[src/rtl/mc_ctrl_pkg.sv]
// mc_ctrl_pkg
// Shared definitions for the multicycle control unit: FSM state encoding,
// ALUControl codes, datapath select codes, instruction field codes
// (Op, Cond, data-processing Funct[4:1]), the registered control-word
// struct and the ARM condition evaluator.
package mc_ctrl_pkg;

  // FSM states; codes 10-15 are unused and recover to FETCH
  typedef enum logic [3:0] {
    S_FETCH  = 4'd0,
    S_DECODE = 4'd1,
    S_MEMADR = 4'd2,
    S_MEMRD  = 4'd3,
    S_MEMWB  = 4'd4,
    S_MEMWR  = 4'd5,
    S_EXECR  = 4'd6,
    S_EXECI  = 4'd7,
    S_ALUWB  = 4'd8,
    S_BRANCH = 4'd9
  } state_t;

  // ALUControl codes
  localparam logic [3:0] ALU_ADD   = 4'b0000;
  localparam logic [3:0] ALU_SUB   = 4'b0001;
  localparam logic [3:0] ALU_AND   = 4'b0010;
  localparam logic [3:0] ALU_ORR   = 4'b0011;
  localparam logic [3:0] ALU_EOR   = 4'b0100;
  localparam logic [3:0] ALU_PASSB = 4'b0101;

  // ResultSrc codes
  localparam logic [1:0] RES_ALUOUT = 2'b00;
  localparam logic [1:0] RES_DATA   = 2'b01;
  localparam logic [1:0] RES_ALU    = 2'b10;

  // ALUSrcB codes
  localparam logic [1:0] ALUB_REG  = 2'b00;
  localparam logic [1:0] ALUB_IMM  = 2'b01;
  localparam logic [1:0] ALUB_FOUR = 2'b10;

  // Op field codes
  localparam logic [1:0] OP_DP  = 2'b00;
  localparam logic [1:0] OP_MEM = 2'b01;
  localparam logic [1:0] OP_BR  = 2'b10;
  localparam logic [1:0] OP_NOP = 2'b11;

  // Cond field codes
  localparam logic [3:0] COND_EQ = 4'b0000;
  localparam logic [3:0] COND_NE = 4'b0001;
  localparam logic [3:0] COND_CS = 4'b0010;
  localparam logic [3:0] COND_CC = 4'b0011;
  localparam logic [3:0] COND_MI = 4'b0100;
  localparam logic [3:0] COND_PL = 4'b0101;
  localparam logic [3:0] COND_VS = 4'b0110;
  localparam logic [3:0] COND_VC = 4'b0111;
  localparam logic [3:0] COND_HI = 4'b1000;
  localparam logic [3:0] COND_LS = 4'b1001;
  localparam logic [3:0] COND_GE = 4'b1010;
  localparam logic [3:0] COND_LT = 4'b1011;
  localparam logic [3:0] COND_GT = 4'b1100;
  localparam logic [3:0] COND_LE = 4'b1101;
  localparam logic [3:0] COND_AL = 4'b1110;
  localparam logic [3:0] COND_NV = 4'b1111;

  // Data-processing opcodes in Funct[4:1]
  localparam logic [3:0] DP_AND = 4'b0000;
  localparam logic [3:0] DP_EOR = 4'b0001;
  localparam logic [3:0] DP_SUB = 4'b0010;
  localparam logic [3:0] DP_ADD = 4'b0100;
  localparam logic [3:0] DP_CMP = 4'b1010;
  localparam logic [3:0] DP_ORR = 4'b1100;
  localparam logic [3:0] DP_MOV = 4'b1101;

  // One registered control word; everything the datapath sees from the FSM
  typedef struct packed {
    logic       pc_write;
    logic       ir_write;
    logic       mem_write;
    logic       reg_write;
    logic       adr_src;
    logic [1:0] result_src;
    logic       alu_src_a;
    logic [1:0] alu_src_b;
    logic [3:0] alu_control;
  } ctrl_t;

  // FETCH control word, also the value held while in reset
  localparam ctrl_t FETCH_CTRL = '{
    pc_write:    1'b1,
    ir_write:    1'b1,
    mem_write:   1'b0,
    reg_write:   1'b0,
    adr_src:     1'b0,
    result_src:  RES_ALU,
    alu_src_a:   1'b1,
    alu_src_b:   ALUB_FOUR,
    alu_control: ALU_ADD
  };

  // ARM condition check against a registered NZCV value
  function automatic logic cond_eval(input logic [3:0] cond, input logic [3:0] nzcv);
    logic n, z, c, v;
    n = nzcv[3];
    z = nzcv[2];
    c = nzcv[1];
    v = nzcv[0];
    case (cond)
      COND_EQ: cond_eval = z;
      COND_NE: cond_eval = ~z;
      COND_CS: cond_eval = c;
      COND_CC: cond_eval = ~c;
      COND_MI: cond_eval = n;
      COND_PL: cond_eval = ~n;
      COND_VS: cond_eval = v;
      COND_VC: cond_eval = ~v;
      COND_HI: cond_eval = c & ~z;
      COND_LS: cond_eval = ~c | z;
      COND_GE: cond_eval = (n == v);
      COND_LT: cond_eval = (n != v);
      COND_GT: cond_eval = ~z & (n == v);
      COND_LE: cond_eval = z | (n != v);
      COND_AL: cond_eval = 1'b1;
      default: cond_eval = 1'b0;
    endcase
  endfunction

endpackage

[src/rtl/mc_controller_cond.sv]
// cond_unit
// Holds the architectural NZCV register and the per-instruction CondEx bit.
// Ports:
//   clk, reset        rising-edge clock, synchronous active-low reset
//   cond              Cond field of the current instruction
//   alu_flags         NZCV produced by the ALU this cycle
//   flag_we_nz        load N,Z from alu_flags at the next edge
//   flag_we_cv        load C,V from alu_flags at the next edge
//   latch_en          capture the condition result at the next edge (DECODE)
//   flags             registered NZCV
//   condex            latched CondEx for the instruction in flight
//   condex_next       value condex will hold after the next edge
module cond_unit
  import mc_ctrl_pkg::*;
(
  input  logic       clk,
  input  logic       reset,
  input  logic [3:0] cond,
  input  logic [3:0] alu_flags,
  input  logic       flag_we_nz,
  input  logic       flag_we_cv,
  input  logic       latch_en,
  output logic [3:0] flags,
  output logic       condex,
  output logic       condex_next
);

  logic [3:0] flags_q;
  logic       condex_q;
  logic       cond_true;

  // The condition is always judged against the registered flags, never the
  // live ALU flags, so it reflects only completed instructions.
  assign cond_true   = cond_eval(cond, flags_q);
  assign condex_next = latch_en ? cond_true : condex_q;

  // NZ and CV halves load independently so logical ops can leave C,V alone.
  // CondEx is captured once per instruction and then held, which keeps a
  // flag update in EXEC from changing the same instruction's writeback.
  always_ff @(posedge clk) begin
    if (!reset) begin
      flags_q  <= 4'b0000;
      condex_q <= 1'b0;
    end else begin
      if (flag_we_nz) begin
        flags_q[3:2] <= alu_flags[3:2];
      end
      if (flag_we_cv) begin
        flags_q[1:0] <= alu_flags[1:0];
      end
      if (latch_en) begin
        condex_q <= cond_true;
      end
    end
  end

  assign flags  = flags_q;
  assign condex = condex_q;

endmodule

[src/rtl/mc_controller.sv]
// mc_controller
// Multicycle control unit: 10-state FSM that sequences each instruction and
// drives every datapath select/enable, with ARM conditional execution
// applied to all architectural writes.
// Ports:
//   clk, reset            rising-edge clock, synchronous active-low reset
//   ctrl_bits             {Cond[11:8], Op[7:6], Funct[5:0]}
//   rd                    destination register field
//   alu_flags             NZCV from the ALU this cycle
//   PCWrite, IRWrite, MemWrite, RegWrite   write enables (0 while in reset)
//   AdrSrc, ResultSrc, ALUSrcA, ALUSrcB    datapath selects
//   RegSrc, ImmSrc        instruction-type selects derived from Op
//   ALUControl            ALU operation
//   Flags                 registered NZCV
//   state_dbg             current FSM state
module mc_controller
  import mc_ctrl_pkg::*;
#(
  parameter int STATE_W   = 4,
  parameter int ALUCTRL_W = 4
) (
  input  logic                 clk,
  input  logic                 reset,
  input  logic [11:0]          ctrl_bits,
  input  logic [3:0]           rd,
  input  logic [3:0]           alu_flags,
  output logic                 PCWrite,
  output logic                 IRWrite,
  output logic                 MemWrite,
  output logic                 RegWrite,
  output logic                 AdrSrc,
  output logic [1:0]           ResultSrc,
  output logic                 ALUSrcA,
  output logic [1:0]           ALUSrcB,
  output logic [1:0]           RegSrc,
  output logic [1:0]           ImmSrc,
  output logic [ALUCTRL_W-1:0] ALUControl,
  output logic [3:0]           Flags,
  output logic [STATE_W-1:0]   state_dbg
);

  logic [3:0] cond;
  logic [1:0] op;
  logic [5:0] funct;

  state_t     state;
  state_t     next_state;
  ctrl_t      ctrl_q;
  ctrl_t      ctrl_d;

  logic [3:0] dp_alu;
  logic       is_cmp;
  logic       dp_valid;
  logic       dp_logic;

  logic       in_exec;
  logic       flag_we_nz;
  logic       flag_we_cv;
  logic       latch_en;
  logic       condex;
  logic       condex_next;

  assign cond  = ctrl_bits[11:8];
  assign op    = ctrl_bits[7:6];
  assign funct = ctrl_bits[5:0];

  // Data-processing decode from Funct[4:1]. Logical ops and MOV only own
  // N,Z; CMP is a SUB that always sets flags and never writes a register;
  // unknown encodings run as ADD but must not write the register file.
  always_comb begin
    dp_alu   = ALU_ADD;
    is_cmp   = 1'b0;
    dp_valid = 1'b1;
    dp_logic = 1'b0;
    case (funct[4:1])
      DP_ADD: dp_alu = ALU_ADD;
      DP_SUB: dp_alu = ALU_SUB;
      DP_AND: begin
        dp_alu   = ALU_AND;
        dp_logic = 1'b1;
      end
      DP_ORR: begin
        dp_alu   = ALU_ORR;
        dp_logic = 1'b1;
      end
      DP_EOR: begin
        dp_alu   = ALU_EOR;
        dp_logic = 1'b1;
      end
      DP_MOV: begin
        dp_alu   = ALU_PASSB;
        dp_logic = 1'b1;
      end
      DP_CMP: begin
        dp_alu = ALU_SUB;
        is_cmp = 1'b1;
      end
      default: dp_valid = 1'b0;
    endcase
  end

  // Next-state logic; Op=11 is a NOP that returns straight to FETCH and any
  // unused state code recovers to FETCH.
  always_comb begin
    next_state = S_FETCH;
    case (state)
      S_FETCH:  next_state = S_DECODE;
      S_DECODE: begin
        case (op)
          OP_MEM:  next_state = S_MEMADR;
          OP_DP:   next_state = funct[5] ? S_EXECI : S_EXECR;
          OP_BR:   next_state = S_BRANCH;
          default: next_state = S_FETCH;
        endcase
      end
      S_MEMADR: next_state = funct[0] ? S_MEMRD : S_MEMWR;
      S_MEMRD:  next_state = S_MEMWB;
      S_EXECR:  next_state = S_ALUWB;
      S_EXECI:  next_state = S_ALUWB;
      default:  next_state = S_FETCH;
    endcase
  end

  // Control word for the state we are about to enter. It is registered with
  // the state, so it must use condex_next: on the DECODE exit edge CondEx is
  // being captured at the same time as this word.
  always_comb begin
    ctrl_d = '0;
    case (next_state)
      S_FETCH: ctrl_d = FETCH_CTRL;
      S_DECODE: begin
        ctrl_d.alu_src_a   = 1'b1;
        ctrl_d.alu_src_b   = ALUB_FOUR;
        ctrl_d.alu_control = ALU_ADD;
        ctrl_d.result_src  = RES_ALU;
      end
      S_MEMADR: begin
        ctrl_d.alu_src_b   = ALUB_IMM;
        ctrl_d.alu_control = funct[3] ? ALU_ADD : ALU_SUB;
      end
      S_MEMRD: ctrl_d.adr_src = 1'b1;
      S_MEMWB: begin
        ctrl_d.result_src = RES_DATA;
        ctrl_d.reg_write  = condex_next;
        ctrl_d.pc_write   = condex_next & (rd == 4'd15);
      end
      S_MEMWR: begin
        ctrl_d.adr_src   = 1'b1;
        ctrl_d.mem_write = condex_next;
      end
      S_EXECR: begin
        ctrl_d.alu_src_b   = ALUB_REG;
        ctrl_d.alu_control = dp_alu;
      end
      S_EXECI: begin
        ctrl_d.alu_src_b   = ALUB_IMM;
        ctrl_d.alu_control = dp_alu;
      end
      S_ALUWB: begin
        ctrl_d.result_src = RES_ALUOUT;
        ctrl_d.reg_write  = condex_next & ~is_cmp & dp_valid;
        ctrl_d.pc_write   = condex_next & ~is_cmp & (rd == 4'd15);
      end
      S_BRANCH: begin
        ctrl_d.alu_src_b   = ALUB_IMM;
        ctrl_d.alu_control = ALU_ADD;
        ctrl_d.result_src  = RES_ALU;
        ctrl_d.pc_write    = condex_next;
      end
      default: ctrl_d = '0;
    endcase
  end

  // Single FSM register holding the state and its registered control word.
  // Reset drops any instruction in flight and parks on FETCH.
  always_ff @(posedge clk) begin
    if (!reset) begin
      state  <= S_FETCH;
      ctrl_q <= FETCH_CTRL;
    end else begin
      state  <= next_state;
      ctrl_q <= ctrl_d;
    end
  end

  // Flags are only written at the end of an EXEC cycle of an instruction
  // that passed its condition and either has S set or is a CMP.
  assign in_exec    = (state == S_EXECR) || (state == S_EXECI);
  assign flag_we_nz = in_exec & condex & (funct[0] | is_cmp);
  assign flag_we_cv = flag_we_nz & ~dp_logic;
  assign latch_en   = (state == S_DECODE);

  cond_unit u_cond (
    .clk         (clk),
    .reset       (reset),
    .cond        (cond),
    .alu_flags   (alu_flags),
    .flag_we_nz  (flag_we_nz),
    .flag_we_cv  (flag_we_cv),
    .latch_en    (latch_en),
    .flags       (Flags),
    .condex      (condex),
    .condex_next (condex_next)
  );

  // Write enables are gated by reset directly so nothing is written during
  // a reset cycle, even one that arrives mid-instruction.
  assign PCWrite    = ctrl_q.pc_write  & reset;
  assign IRWrite    = ctrl_q.ir_write  & reset;
  assign MemWrite   = ctrl_q.mem_write & reset;
  assign RegWrite   = ctrl_q.reg_write & reset;
  assign AdrSrc     = ctrl_q.adr_src;
  assign ResultSrc  = ctrl_q.result_src;
  assign ALUSrcA    = ctrl_q.alu_src_a;
  assign ALUSrcB    = ctrl_q.alu_src_b;
  assign ALUControl = ALUCTRL_W'(ctrl_q.alu_control);
  assign RegSrc     = {op == OP_MEM, op == OP_BR};
  assign ImmSrc     = op;
  assign state_dbg  = STATE_W'(state);

endmodule

[config.mk]
export PLATFORM = sky130hd
export DESIGN_NAME = mc_controller
export DESIGN_NICKNAME = d
export VERILOG_FILES = /design/src/rtl/mc_ctrl_pkg.sv /design/src/rtl/mc_controller_cond.sv /design/src/rtl/mc_controller.sv
export SDC_FILE = /design/constraint.sdc
export NUM_CORES = 1
export LEC_CHECK = 0
export CORE_MARGIN = 1
export CORE_UTILIZATION = 40
export DETAILED_ROUTE_END_ITERATION = 8
export PLACE_DENSITY = 0.7
export SYNTH_ARGS = -nofsm -noshare
export SYNTH_HDL_FRONTEND = slang
export SYNTH_HIERARCHICAL = 1
export SYNTH_SLANG_ARGS = --single-unit
[constraint.sdc]
create_clock -name clk -period 4.25 [get_ports clk]
set_input_delay 0.6375 -clock clk [delete_from_list [all_inputs] [get_ports clk]]
set_output_delay 0.6375 -clock clk [all_outputs]
set_load 0.05 [all_outputs]
### Yosys cells after proc, flatten, opt, wreduce, memory -nomap -nowiden

Index checks and enable logic that the tools add are counted.

* bits in latches: 0
* memories: 0
* logic and storage cells: 106
* memory bits (writable): 0
* bits in registers: 23
* output and inout port bits: 26
* bits of input ports: 22
* memory bits (read-only): 0

* shifts and indexed selects: 0
* equality and inequality tests: 39
* mux-type cells: 18
* div/mod/pow operators: 0
* reductions and logical operators: 14
* bitwise logic cells: 22
* add/sub/neg operators: 0
* $mul: 0
* $lt $le $gt $ge: 0

Operators by type and width (count)
* $eq 4x4->1 const B: 13
* $eq 4x3->1 const B: 11
* $pmux 6 s5: 1
* $eq 4x2->1 const B: 7
* $pmux 4 s5: 1
* $eq 4x1->1 const B: 4
* $logic_not 4->1: 4
* $pmux 1 s15: 1
* $pmux 3 s5: 1
* $and 1x1->1: 13
* $pmux 4 s3: 1
* $mux 1: 9
* $reduce_or 2->1: 4
* $reduce_or 7->1: 1
* $not 1->1: 6
* $pmux 1 s4: 1
* $pmux 2 s2: 1
* $reduce_or 4->1: 1
* $mux 3: 1
* $or 1x1->1: 3
* $reduce_or 3->1: 1
* $eq 2x1->1 const B: 1
* $eq 2x2->1 const B: 1
* $logic_not 2->1: 1
* other kinds (5): 5

### Depth between registers and ports, before layout

* depth after elaboration: 7
* gate-level depth with buffers: 7

### Modules after synthesis

Netlist, hierarchy kept.

By module, submodules not included
* mc_controller: area each 909.6 µm², seq. area each 340.3 µm², cells each 107, instances 1
* cond_unit: area each 414.1 µm², seq. area each 100.1 µm², cells each 49, instances 1

### Worst setup path before layout

No wires, ideal clock.

* path type: input -> register
* from: in ctrl_bits[7]
* to: reg ctrl_q[13] (netlist name)
* data required time: 4.110 ns
* setup slack: 2.168 ns
* setup time: 0.140 ns
* arrival time: 1.942 ns
* stages on the path: 4
* buffers on the path: 0
* path through: nor2b_1 > a21oi_1 > o211ai_2 > o221ai_1

* longest elaborated chain between the ends: 5
* elaborated cells between the ends (all ways): 10
* classes of those cells: 5 x eq/ne; 3 x mux; 2 x reduce/logical

Ends and longest elaborated chain
* from (decl): line mc_controller.sv:24 `input logic [11:0] ctrl_bits,`
* $eq 2x2->1 (tied with other cells): line mc_controller.sv:109 `case (op)`
* $pmux 4 s3 (*): line mc_controller.sv:109
* $pmux 4 s5 (*): line mc_controller.sv:106 `case (state)`
* $eq 4x4->1 (tied with other cells): line mc_controller.sv:129 `case (next_state)`
* $pmux 1 s4 (*): line mc_controller.sv:129
* to (signal assigned): line mc_controller.sv:182 `ctrl_q <= ctrl_d;`
* to (decl): line mc_controller.sv:48 `ctrl_t ctrl_q;`

Every way passes the cells marked *; elsewhere a longest branch is shown, timed or not.
A chain may end at the register's enable or synchronous reset.

### Worst setup path in the final report

* from: in reset
* to: out MemWrite

* longest elaborated chain between the ends: 1

Ends and longest elaborated chain
* from (decl): line mc_controller.sv:23 `input logic reset,`
* $and 1x1->1: line mc_controller.sv:210 `assign MemWrite = ctrl_q.mem_write & reset;`
* to (decl): line mc_controller.sv:29 `output logic MemWrite,`

No other way between the ends.

==> flow_metrics.py <==
metrics = {
    "clock_tree": {
        "ctsHoldBuffers": 0,
        "clkTransAtPathRegs_ns": 0.11,
        "cts.htree.levels": 1,
        "clock_latency_ns": 0.30,
        "post-cts-setup-buffers": 0,
        "clockRootBuffer": "clkbuf_4",
        "cts_made_buffers": 3,
        "cts.sinks": 22,
        "cts_tree": "yes",
        "ctsResizeCount": 0,
        "cts_max_path_buffers": 2,
    },
    "synthesis": {
        "synthAdderAreaFrac_pct": 0,
        "synth_mux_area_share_pct": 4.54,
        "synth_top_family_by_area": "simple AND/OR/NAND/NOR gates",
        "synth-seq-cells": 22,
        "ys_types": 50,
        "synth-edff-count": 0,
        "yosys_warnings": 6,
        "synth_area_sq_um": 1320,
        "async_reset_ff_share_pct": 0,
        "yosysSeqAreaShare_pct": 33.3,
        "avgSynthCellArea_sq_um": 8.49,
        "synth_compound_area_share_pct": 17.3,
        "synth_flop_cell": "dfxtp_1",
        "synth_simple_gate_area_share_pct": 29.8,
        "netlist_instances": 156,
        "syn-num-nets": 178,
        "synth-xor-area-share_pct": 2.65,
    },
    "sta": {
        "period_needed_ns": 3.02,
        "setup_viol": 0,
        "slew_headroom_pct": 66.5,
        "fmax_mhz": 331,
        "tightest_slew_ns": 0.501,
        "rsz0062_at_grt": "no",
        "skew_ns": 0.00147,
        "min_period_over_period_pct": 71.0,
        "timing.final.max_slew_violations": 0,
        "finalSetupTns_ns": 0,
        "final_hold_viol_count": 0,
    },
    "floorplanning": {
        "ios": 48,
        "num_rows": 20,
        "die_x_microns": 59.5,
        "dieArea_sq_um": 3540,
        "initial_utilization_pct": 42.7,
        "fp.dieH_microns": 59.5,
        "coreArea_sq_um": 3100,
    },
    "global_route": {
        "gr-usage-all-layers_pct": 16.5,
        "grt_pass1_wl_mm": 4.51,
        "antenna_found_initial": 0,
        "overflow": 0,
        "grt_max_degree": 16,
        "grt_pass1_vias": 1052,
    },
    "worst_hold_path": {
        "hold_depth": 2,
        "hold_class": "flip-flop to flip-flop",
    },
    "drt": {
        "drtPass1Iterations": 4,
        "drt_iter0_markers": 43,
        "viasPerCell": 5.16,
        "wl_per_cell_microns": 12.2,
        "wirelength_mm": 2.85,
        "ant_nets": 0,
        "drc": 0,
        "dr_total_vias": 1202,
    },
    "setup_path": {
        "end_kind": "output pin",
        "start_kind": "primary input",
        "cp_data_arrival_time_ns": 2.38,
        "rr_worst_depth": 6,
        "critical_path_class": "primary input to output pin",
        "worst-endpoint-required_ns": 3.61,
        "critPathMaxFanout": 15,
    },
    "placement": {
        "place.gp.congestion": 0.823,
        "port-buffer-count": 46,
        "dp.cells": 229,
        "place_hpwl_mm": 2.25,
    },
    "final_layout": {
        "nFillCells": 312,
        "antenna_cells": 0,
        "nets": 212,
        "area.growth.synth_to_final_pct": 32.0,
        "drive_above_1_share_pct": 7.41,
        "final_cells": 233,
    },
    "pwr": {
        "p_leak_nw": 0.634,
        "p_per_area_nw_per_um2": 279,
        "irDropWorstVdd_v": 0.000243,
    },
    "run": {
        "cap_violations": 0,
    },
    "status": {
        "status": "completed",
    },
}
-- cells in the mapped netlist (4+ instances only) --
master,count,area share [%]
a21oi_1,6,2.3
nand3_1,4,1.5
nor2_1,16,4.5
nand2_1,9,2.6
buf_4,12,6.8
and2_1,5,2.4
dfxtp_1,22,33
inv_1,9,2.6
o21ai_0,8,3.0
mux2i_1,6,4.5
-- critical path, cell delays in order --
cell             delay [ns]
clkdlybuf4s50_1        0.72
and2_1                 0.21
clkdlybuf4s50_1        0.81
-- registers in the layout (all words and copies together), names as in the netlist --
name / cells
ALUControl: 3
ALUSrcA: 1
ALUSrcB: 2
AdrSrc: 1
ResultSrc: 2
ctrl_q: 4
state_dbg: 4
u_cond/condex: 1
u_cond/flags: 4
-- final timing paths --
check,startpoint,to,slack [ns]
setup / recovery,reset,MemWrite,1.23
hold / removal,state_dbg[0]$_SDFF_PN0_,ResultSrc[0]$_SDFF_PN0_,0.60
setup reg to reg,state_dbg[0]$_SDFF_PN0_,ctrl_q[13]$_SDFF_PN1_,2.28
hold reg to reg,state_dbg[0]$_SDFF_PN0_,ResultSrc[0]$_SDFF_PN0_,0.60
-- per-layer routing --
metal  vias up  global-route usage (%)  routed length [microns]
met5         -                       0                        0
met4         0                   0.332                        0
li1        610                       -                        -
met1       544                    20.5                     1270
met2        48                    29.9                     1380
met3         0                    4.80                      201
-- logic make-up (layout without fill, tap and decap cells) --
kind of cell	after synthesis	count (layout)
and+or+nand+nor	66	66
DFF	22	22
AOI/OAI and AO/OA	31	31
muxes	6	6
other	1	1
buffers and inverters	26	59
xor gates and xnor gates	4	4
-- cells in the final DEF, fill, tap and decap left out, types with 2 or more instances in the layout --
cell             netlist  layout
nor2_1                16      16
o21ai_0                8       8
xnor2_1                3       3
nand2b_1               3       3
nand3_1                4       4
nor3b_1                2       2
nor3_1                 3       3
o311ai_1               2       2
nand3b_1               3       3
inv_1                  9       9
nand4_1                2       2
clkdlybuf4s50_1        0      46
clkbuf_4               1       3
nand4bb_1              2       2
a31oi_1                2       2
a21oi_1                6       6
nor4_1                 3       3
and2_1                 5       5
nand2_1                9       9
dfxtp_1               22      22
nor2b_1                3       3
mux2i_1                6       6
-- stage by stage --
stage	worst slack, ns	power (mW)	util (%)	area, sq um	hold slack [ns]
2_1_floorplan	2.17	0.336	-	1320	0.598
3_3_place_gp	1.28	0.378	55.2	1710	0.576
3_5_place_dp	1.21	0.381	55.2	1710	0.588
4_1_cts	1.21	0.491	56.3	1750	0.601
5_1_grt	1.13	0.513	56.3	1750	0.651
6_report	1.23	0.488	56.3	1750	0.599
-- report_power, final --
group / internal, mW / switching, mW
Sequential: 0.217 / 0.00938
Clock: 0.0522 / 0.0590
Combinational: 0.0617 / 0.0887
-- area by class of cell --
| type | count | area, sq um | area share [%] |
|---|---|---|---|
| inverter | 9 | 33.8 | 1.93 |
| multi-input combinational | 108 | 722 | 41.3 |
| tap | 44 | 55.1 | 3.15 |
| timing repair buffer | 46 | 460 | 26.3 |
| clock buffer | 4 | 36.3 | 2.08 |
| sequential | 22 | 440 | 25.2 |
Power figures use the tool's default switching activity.
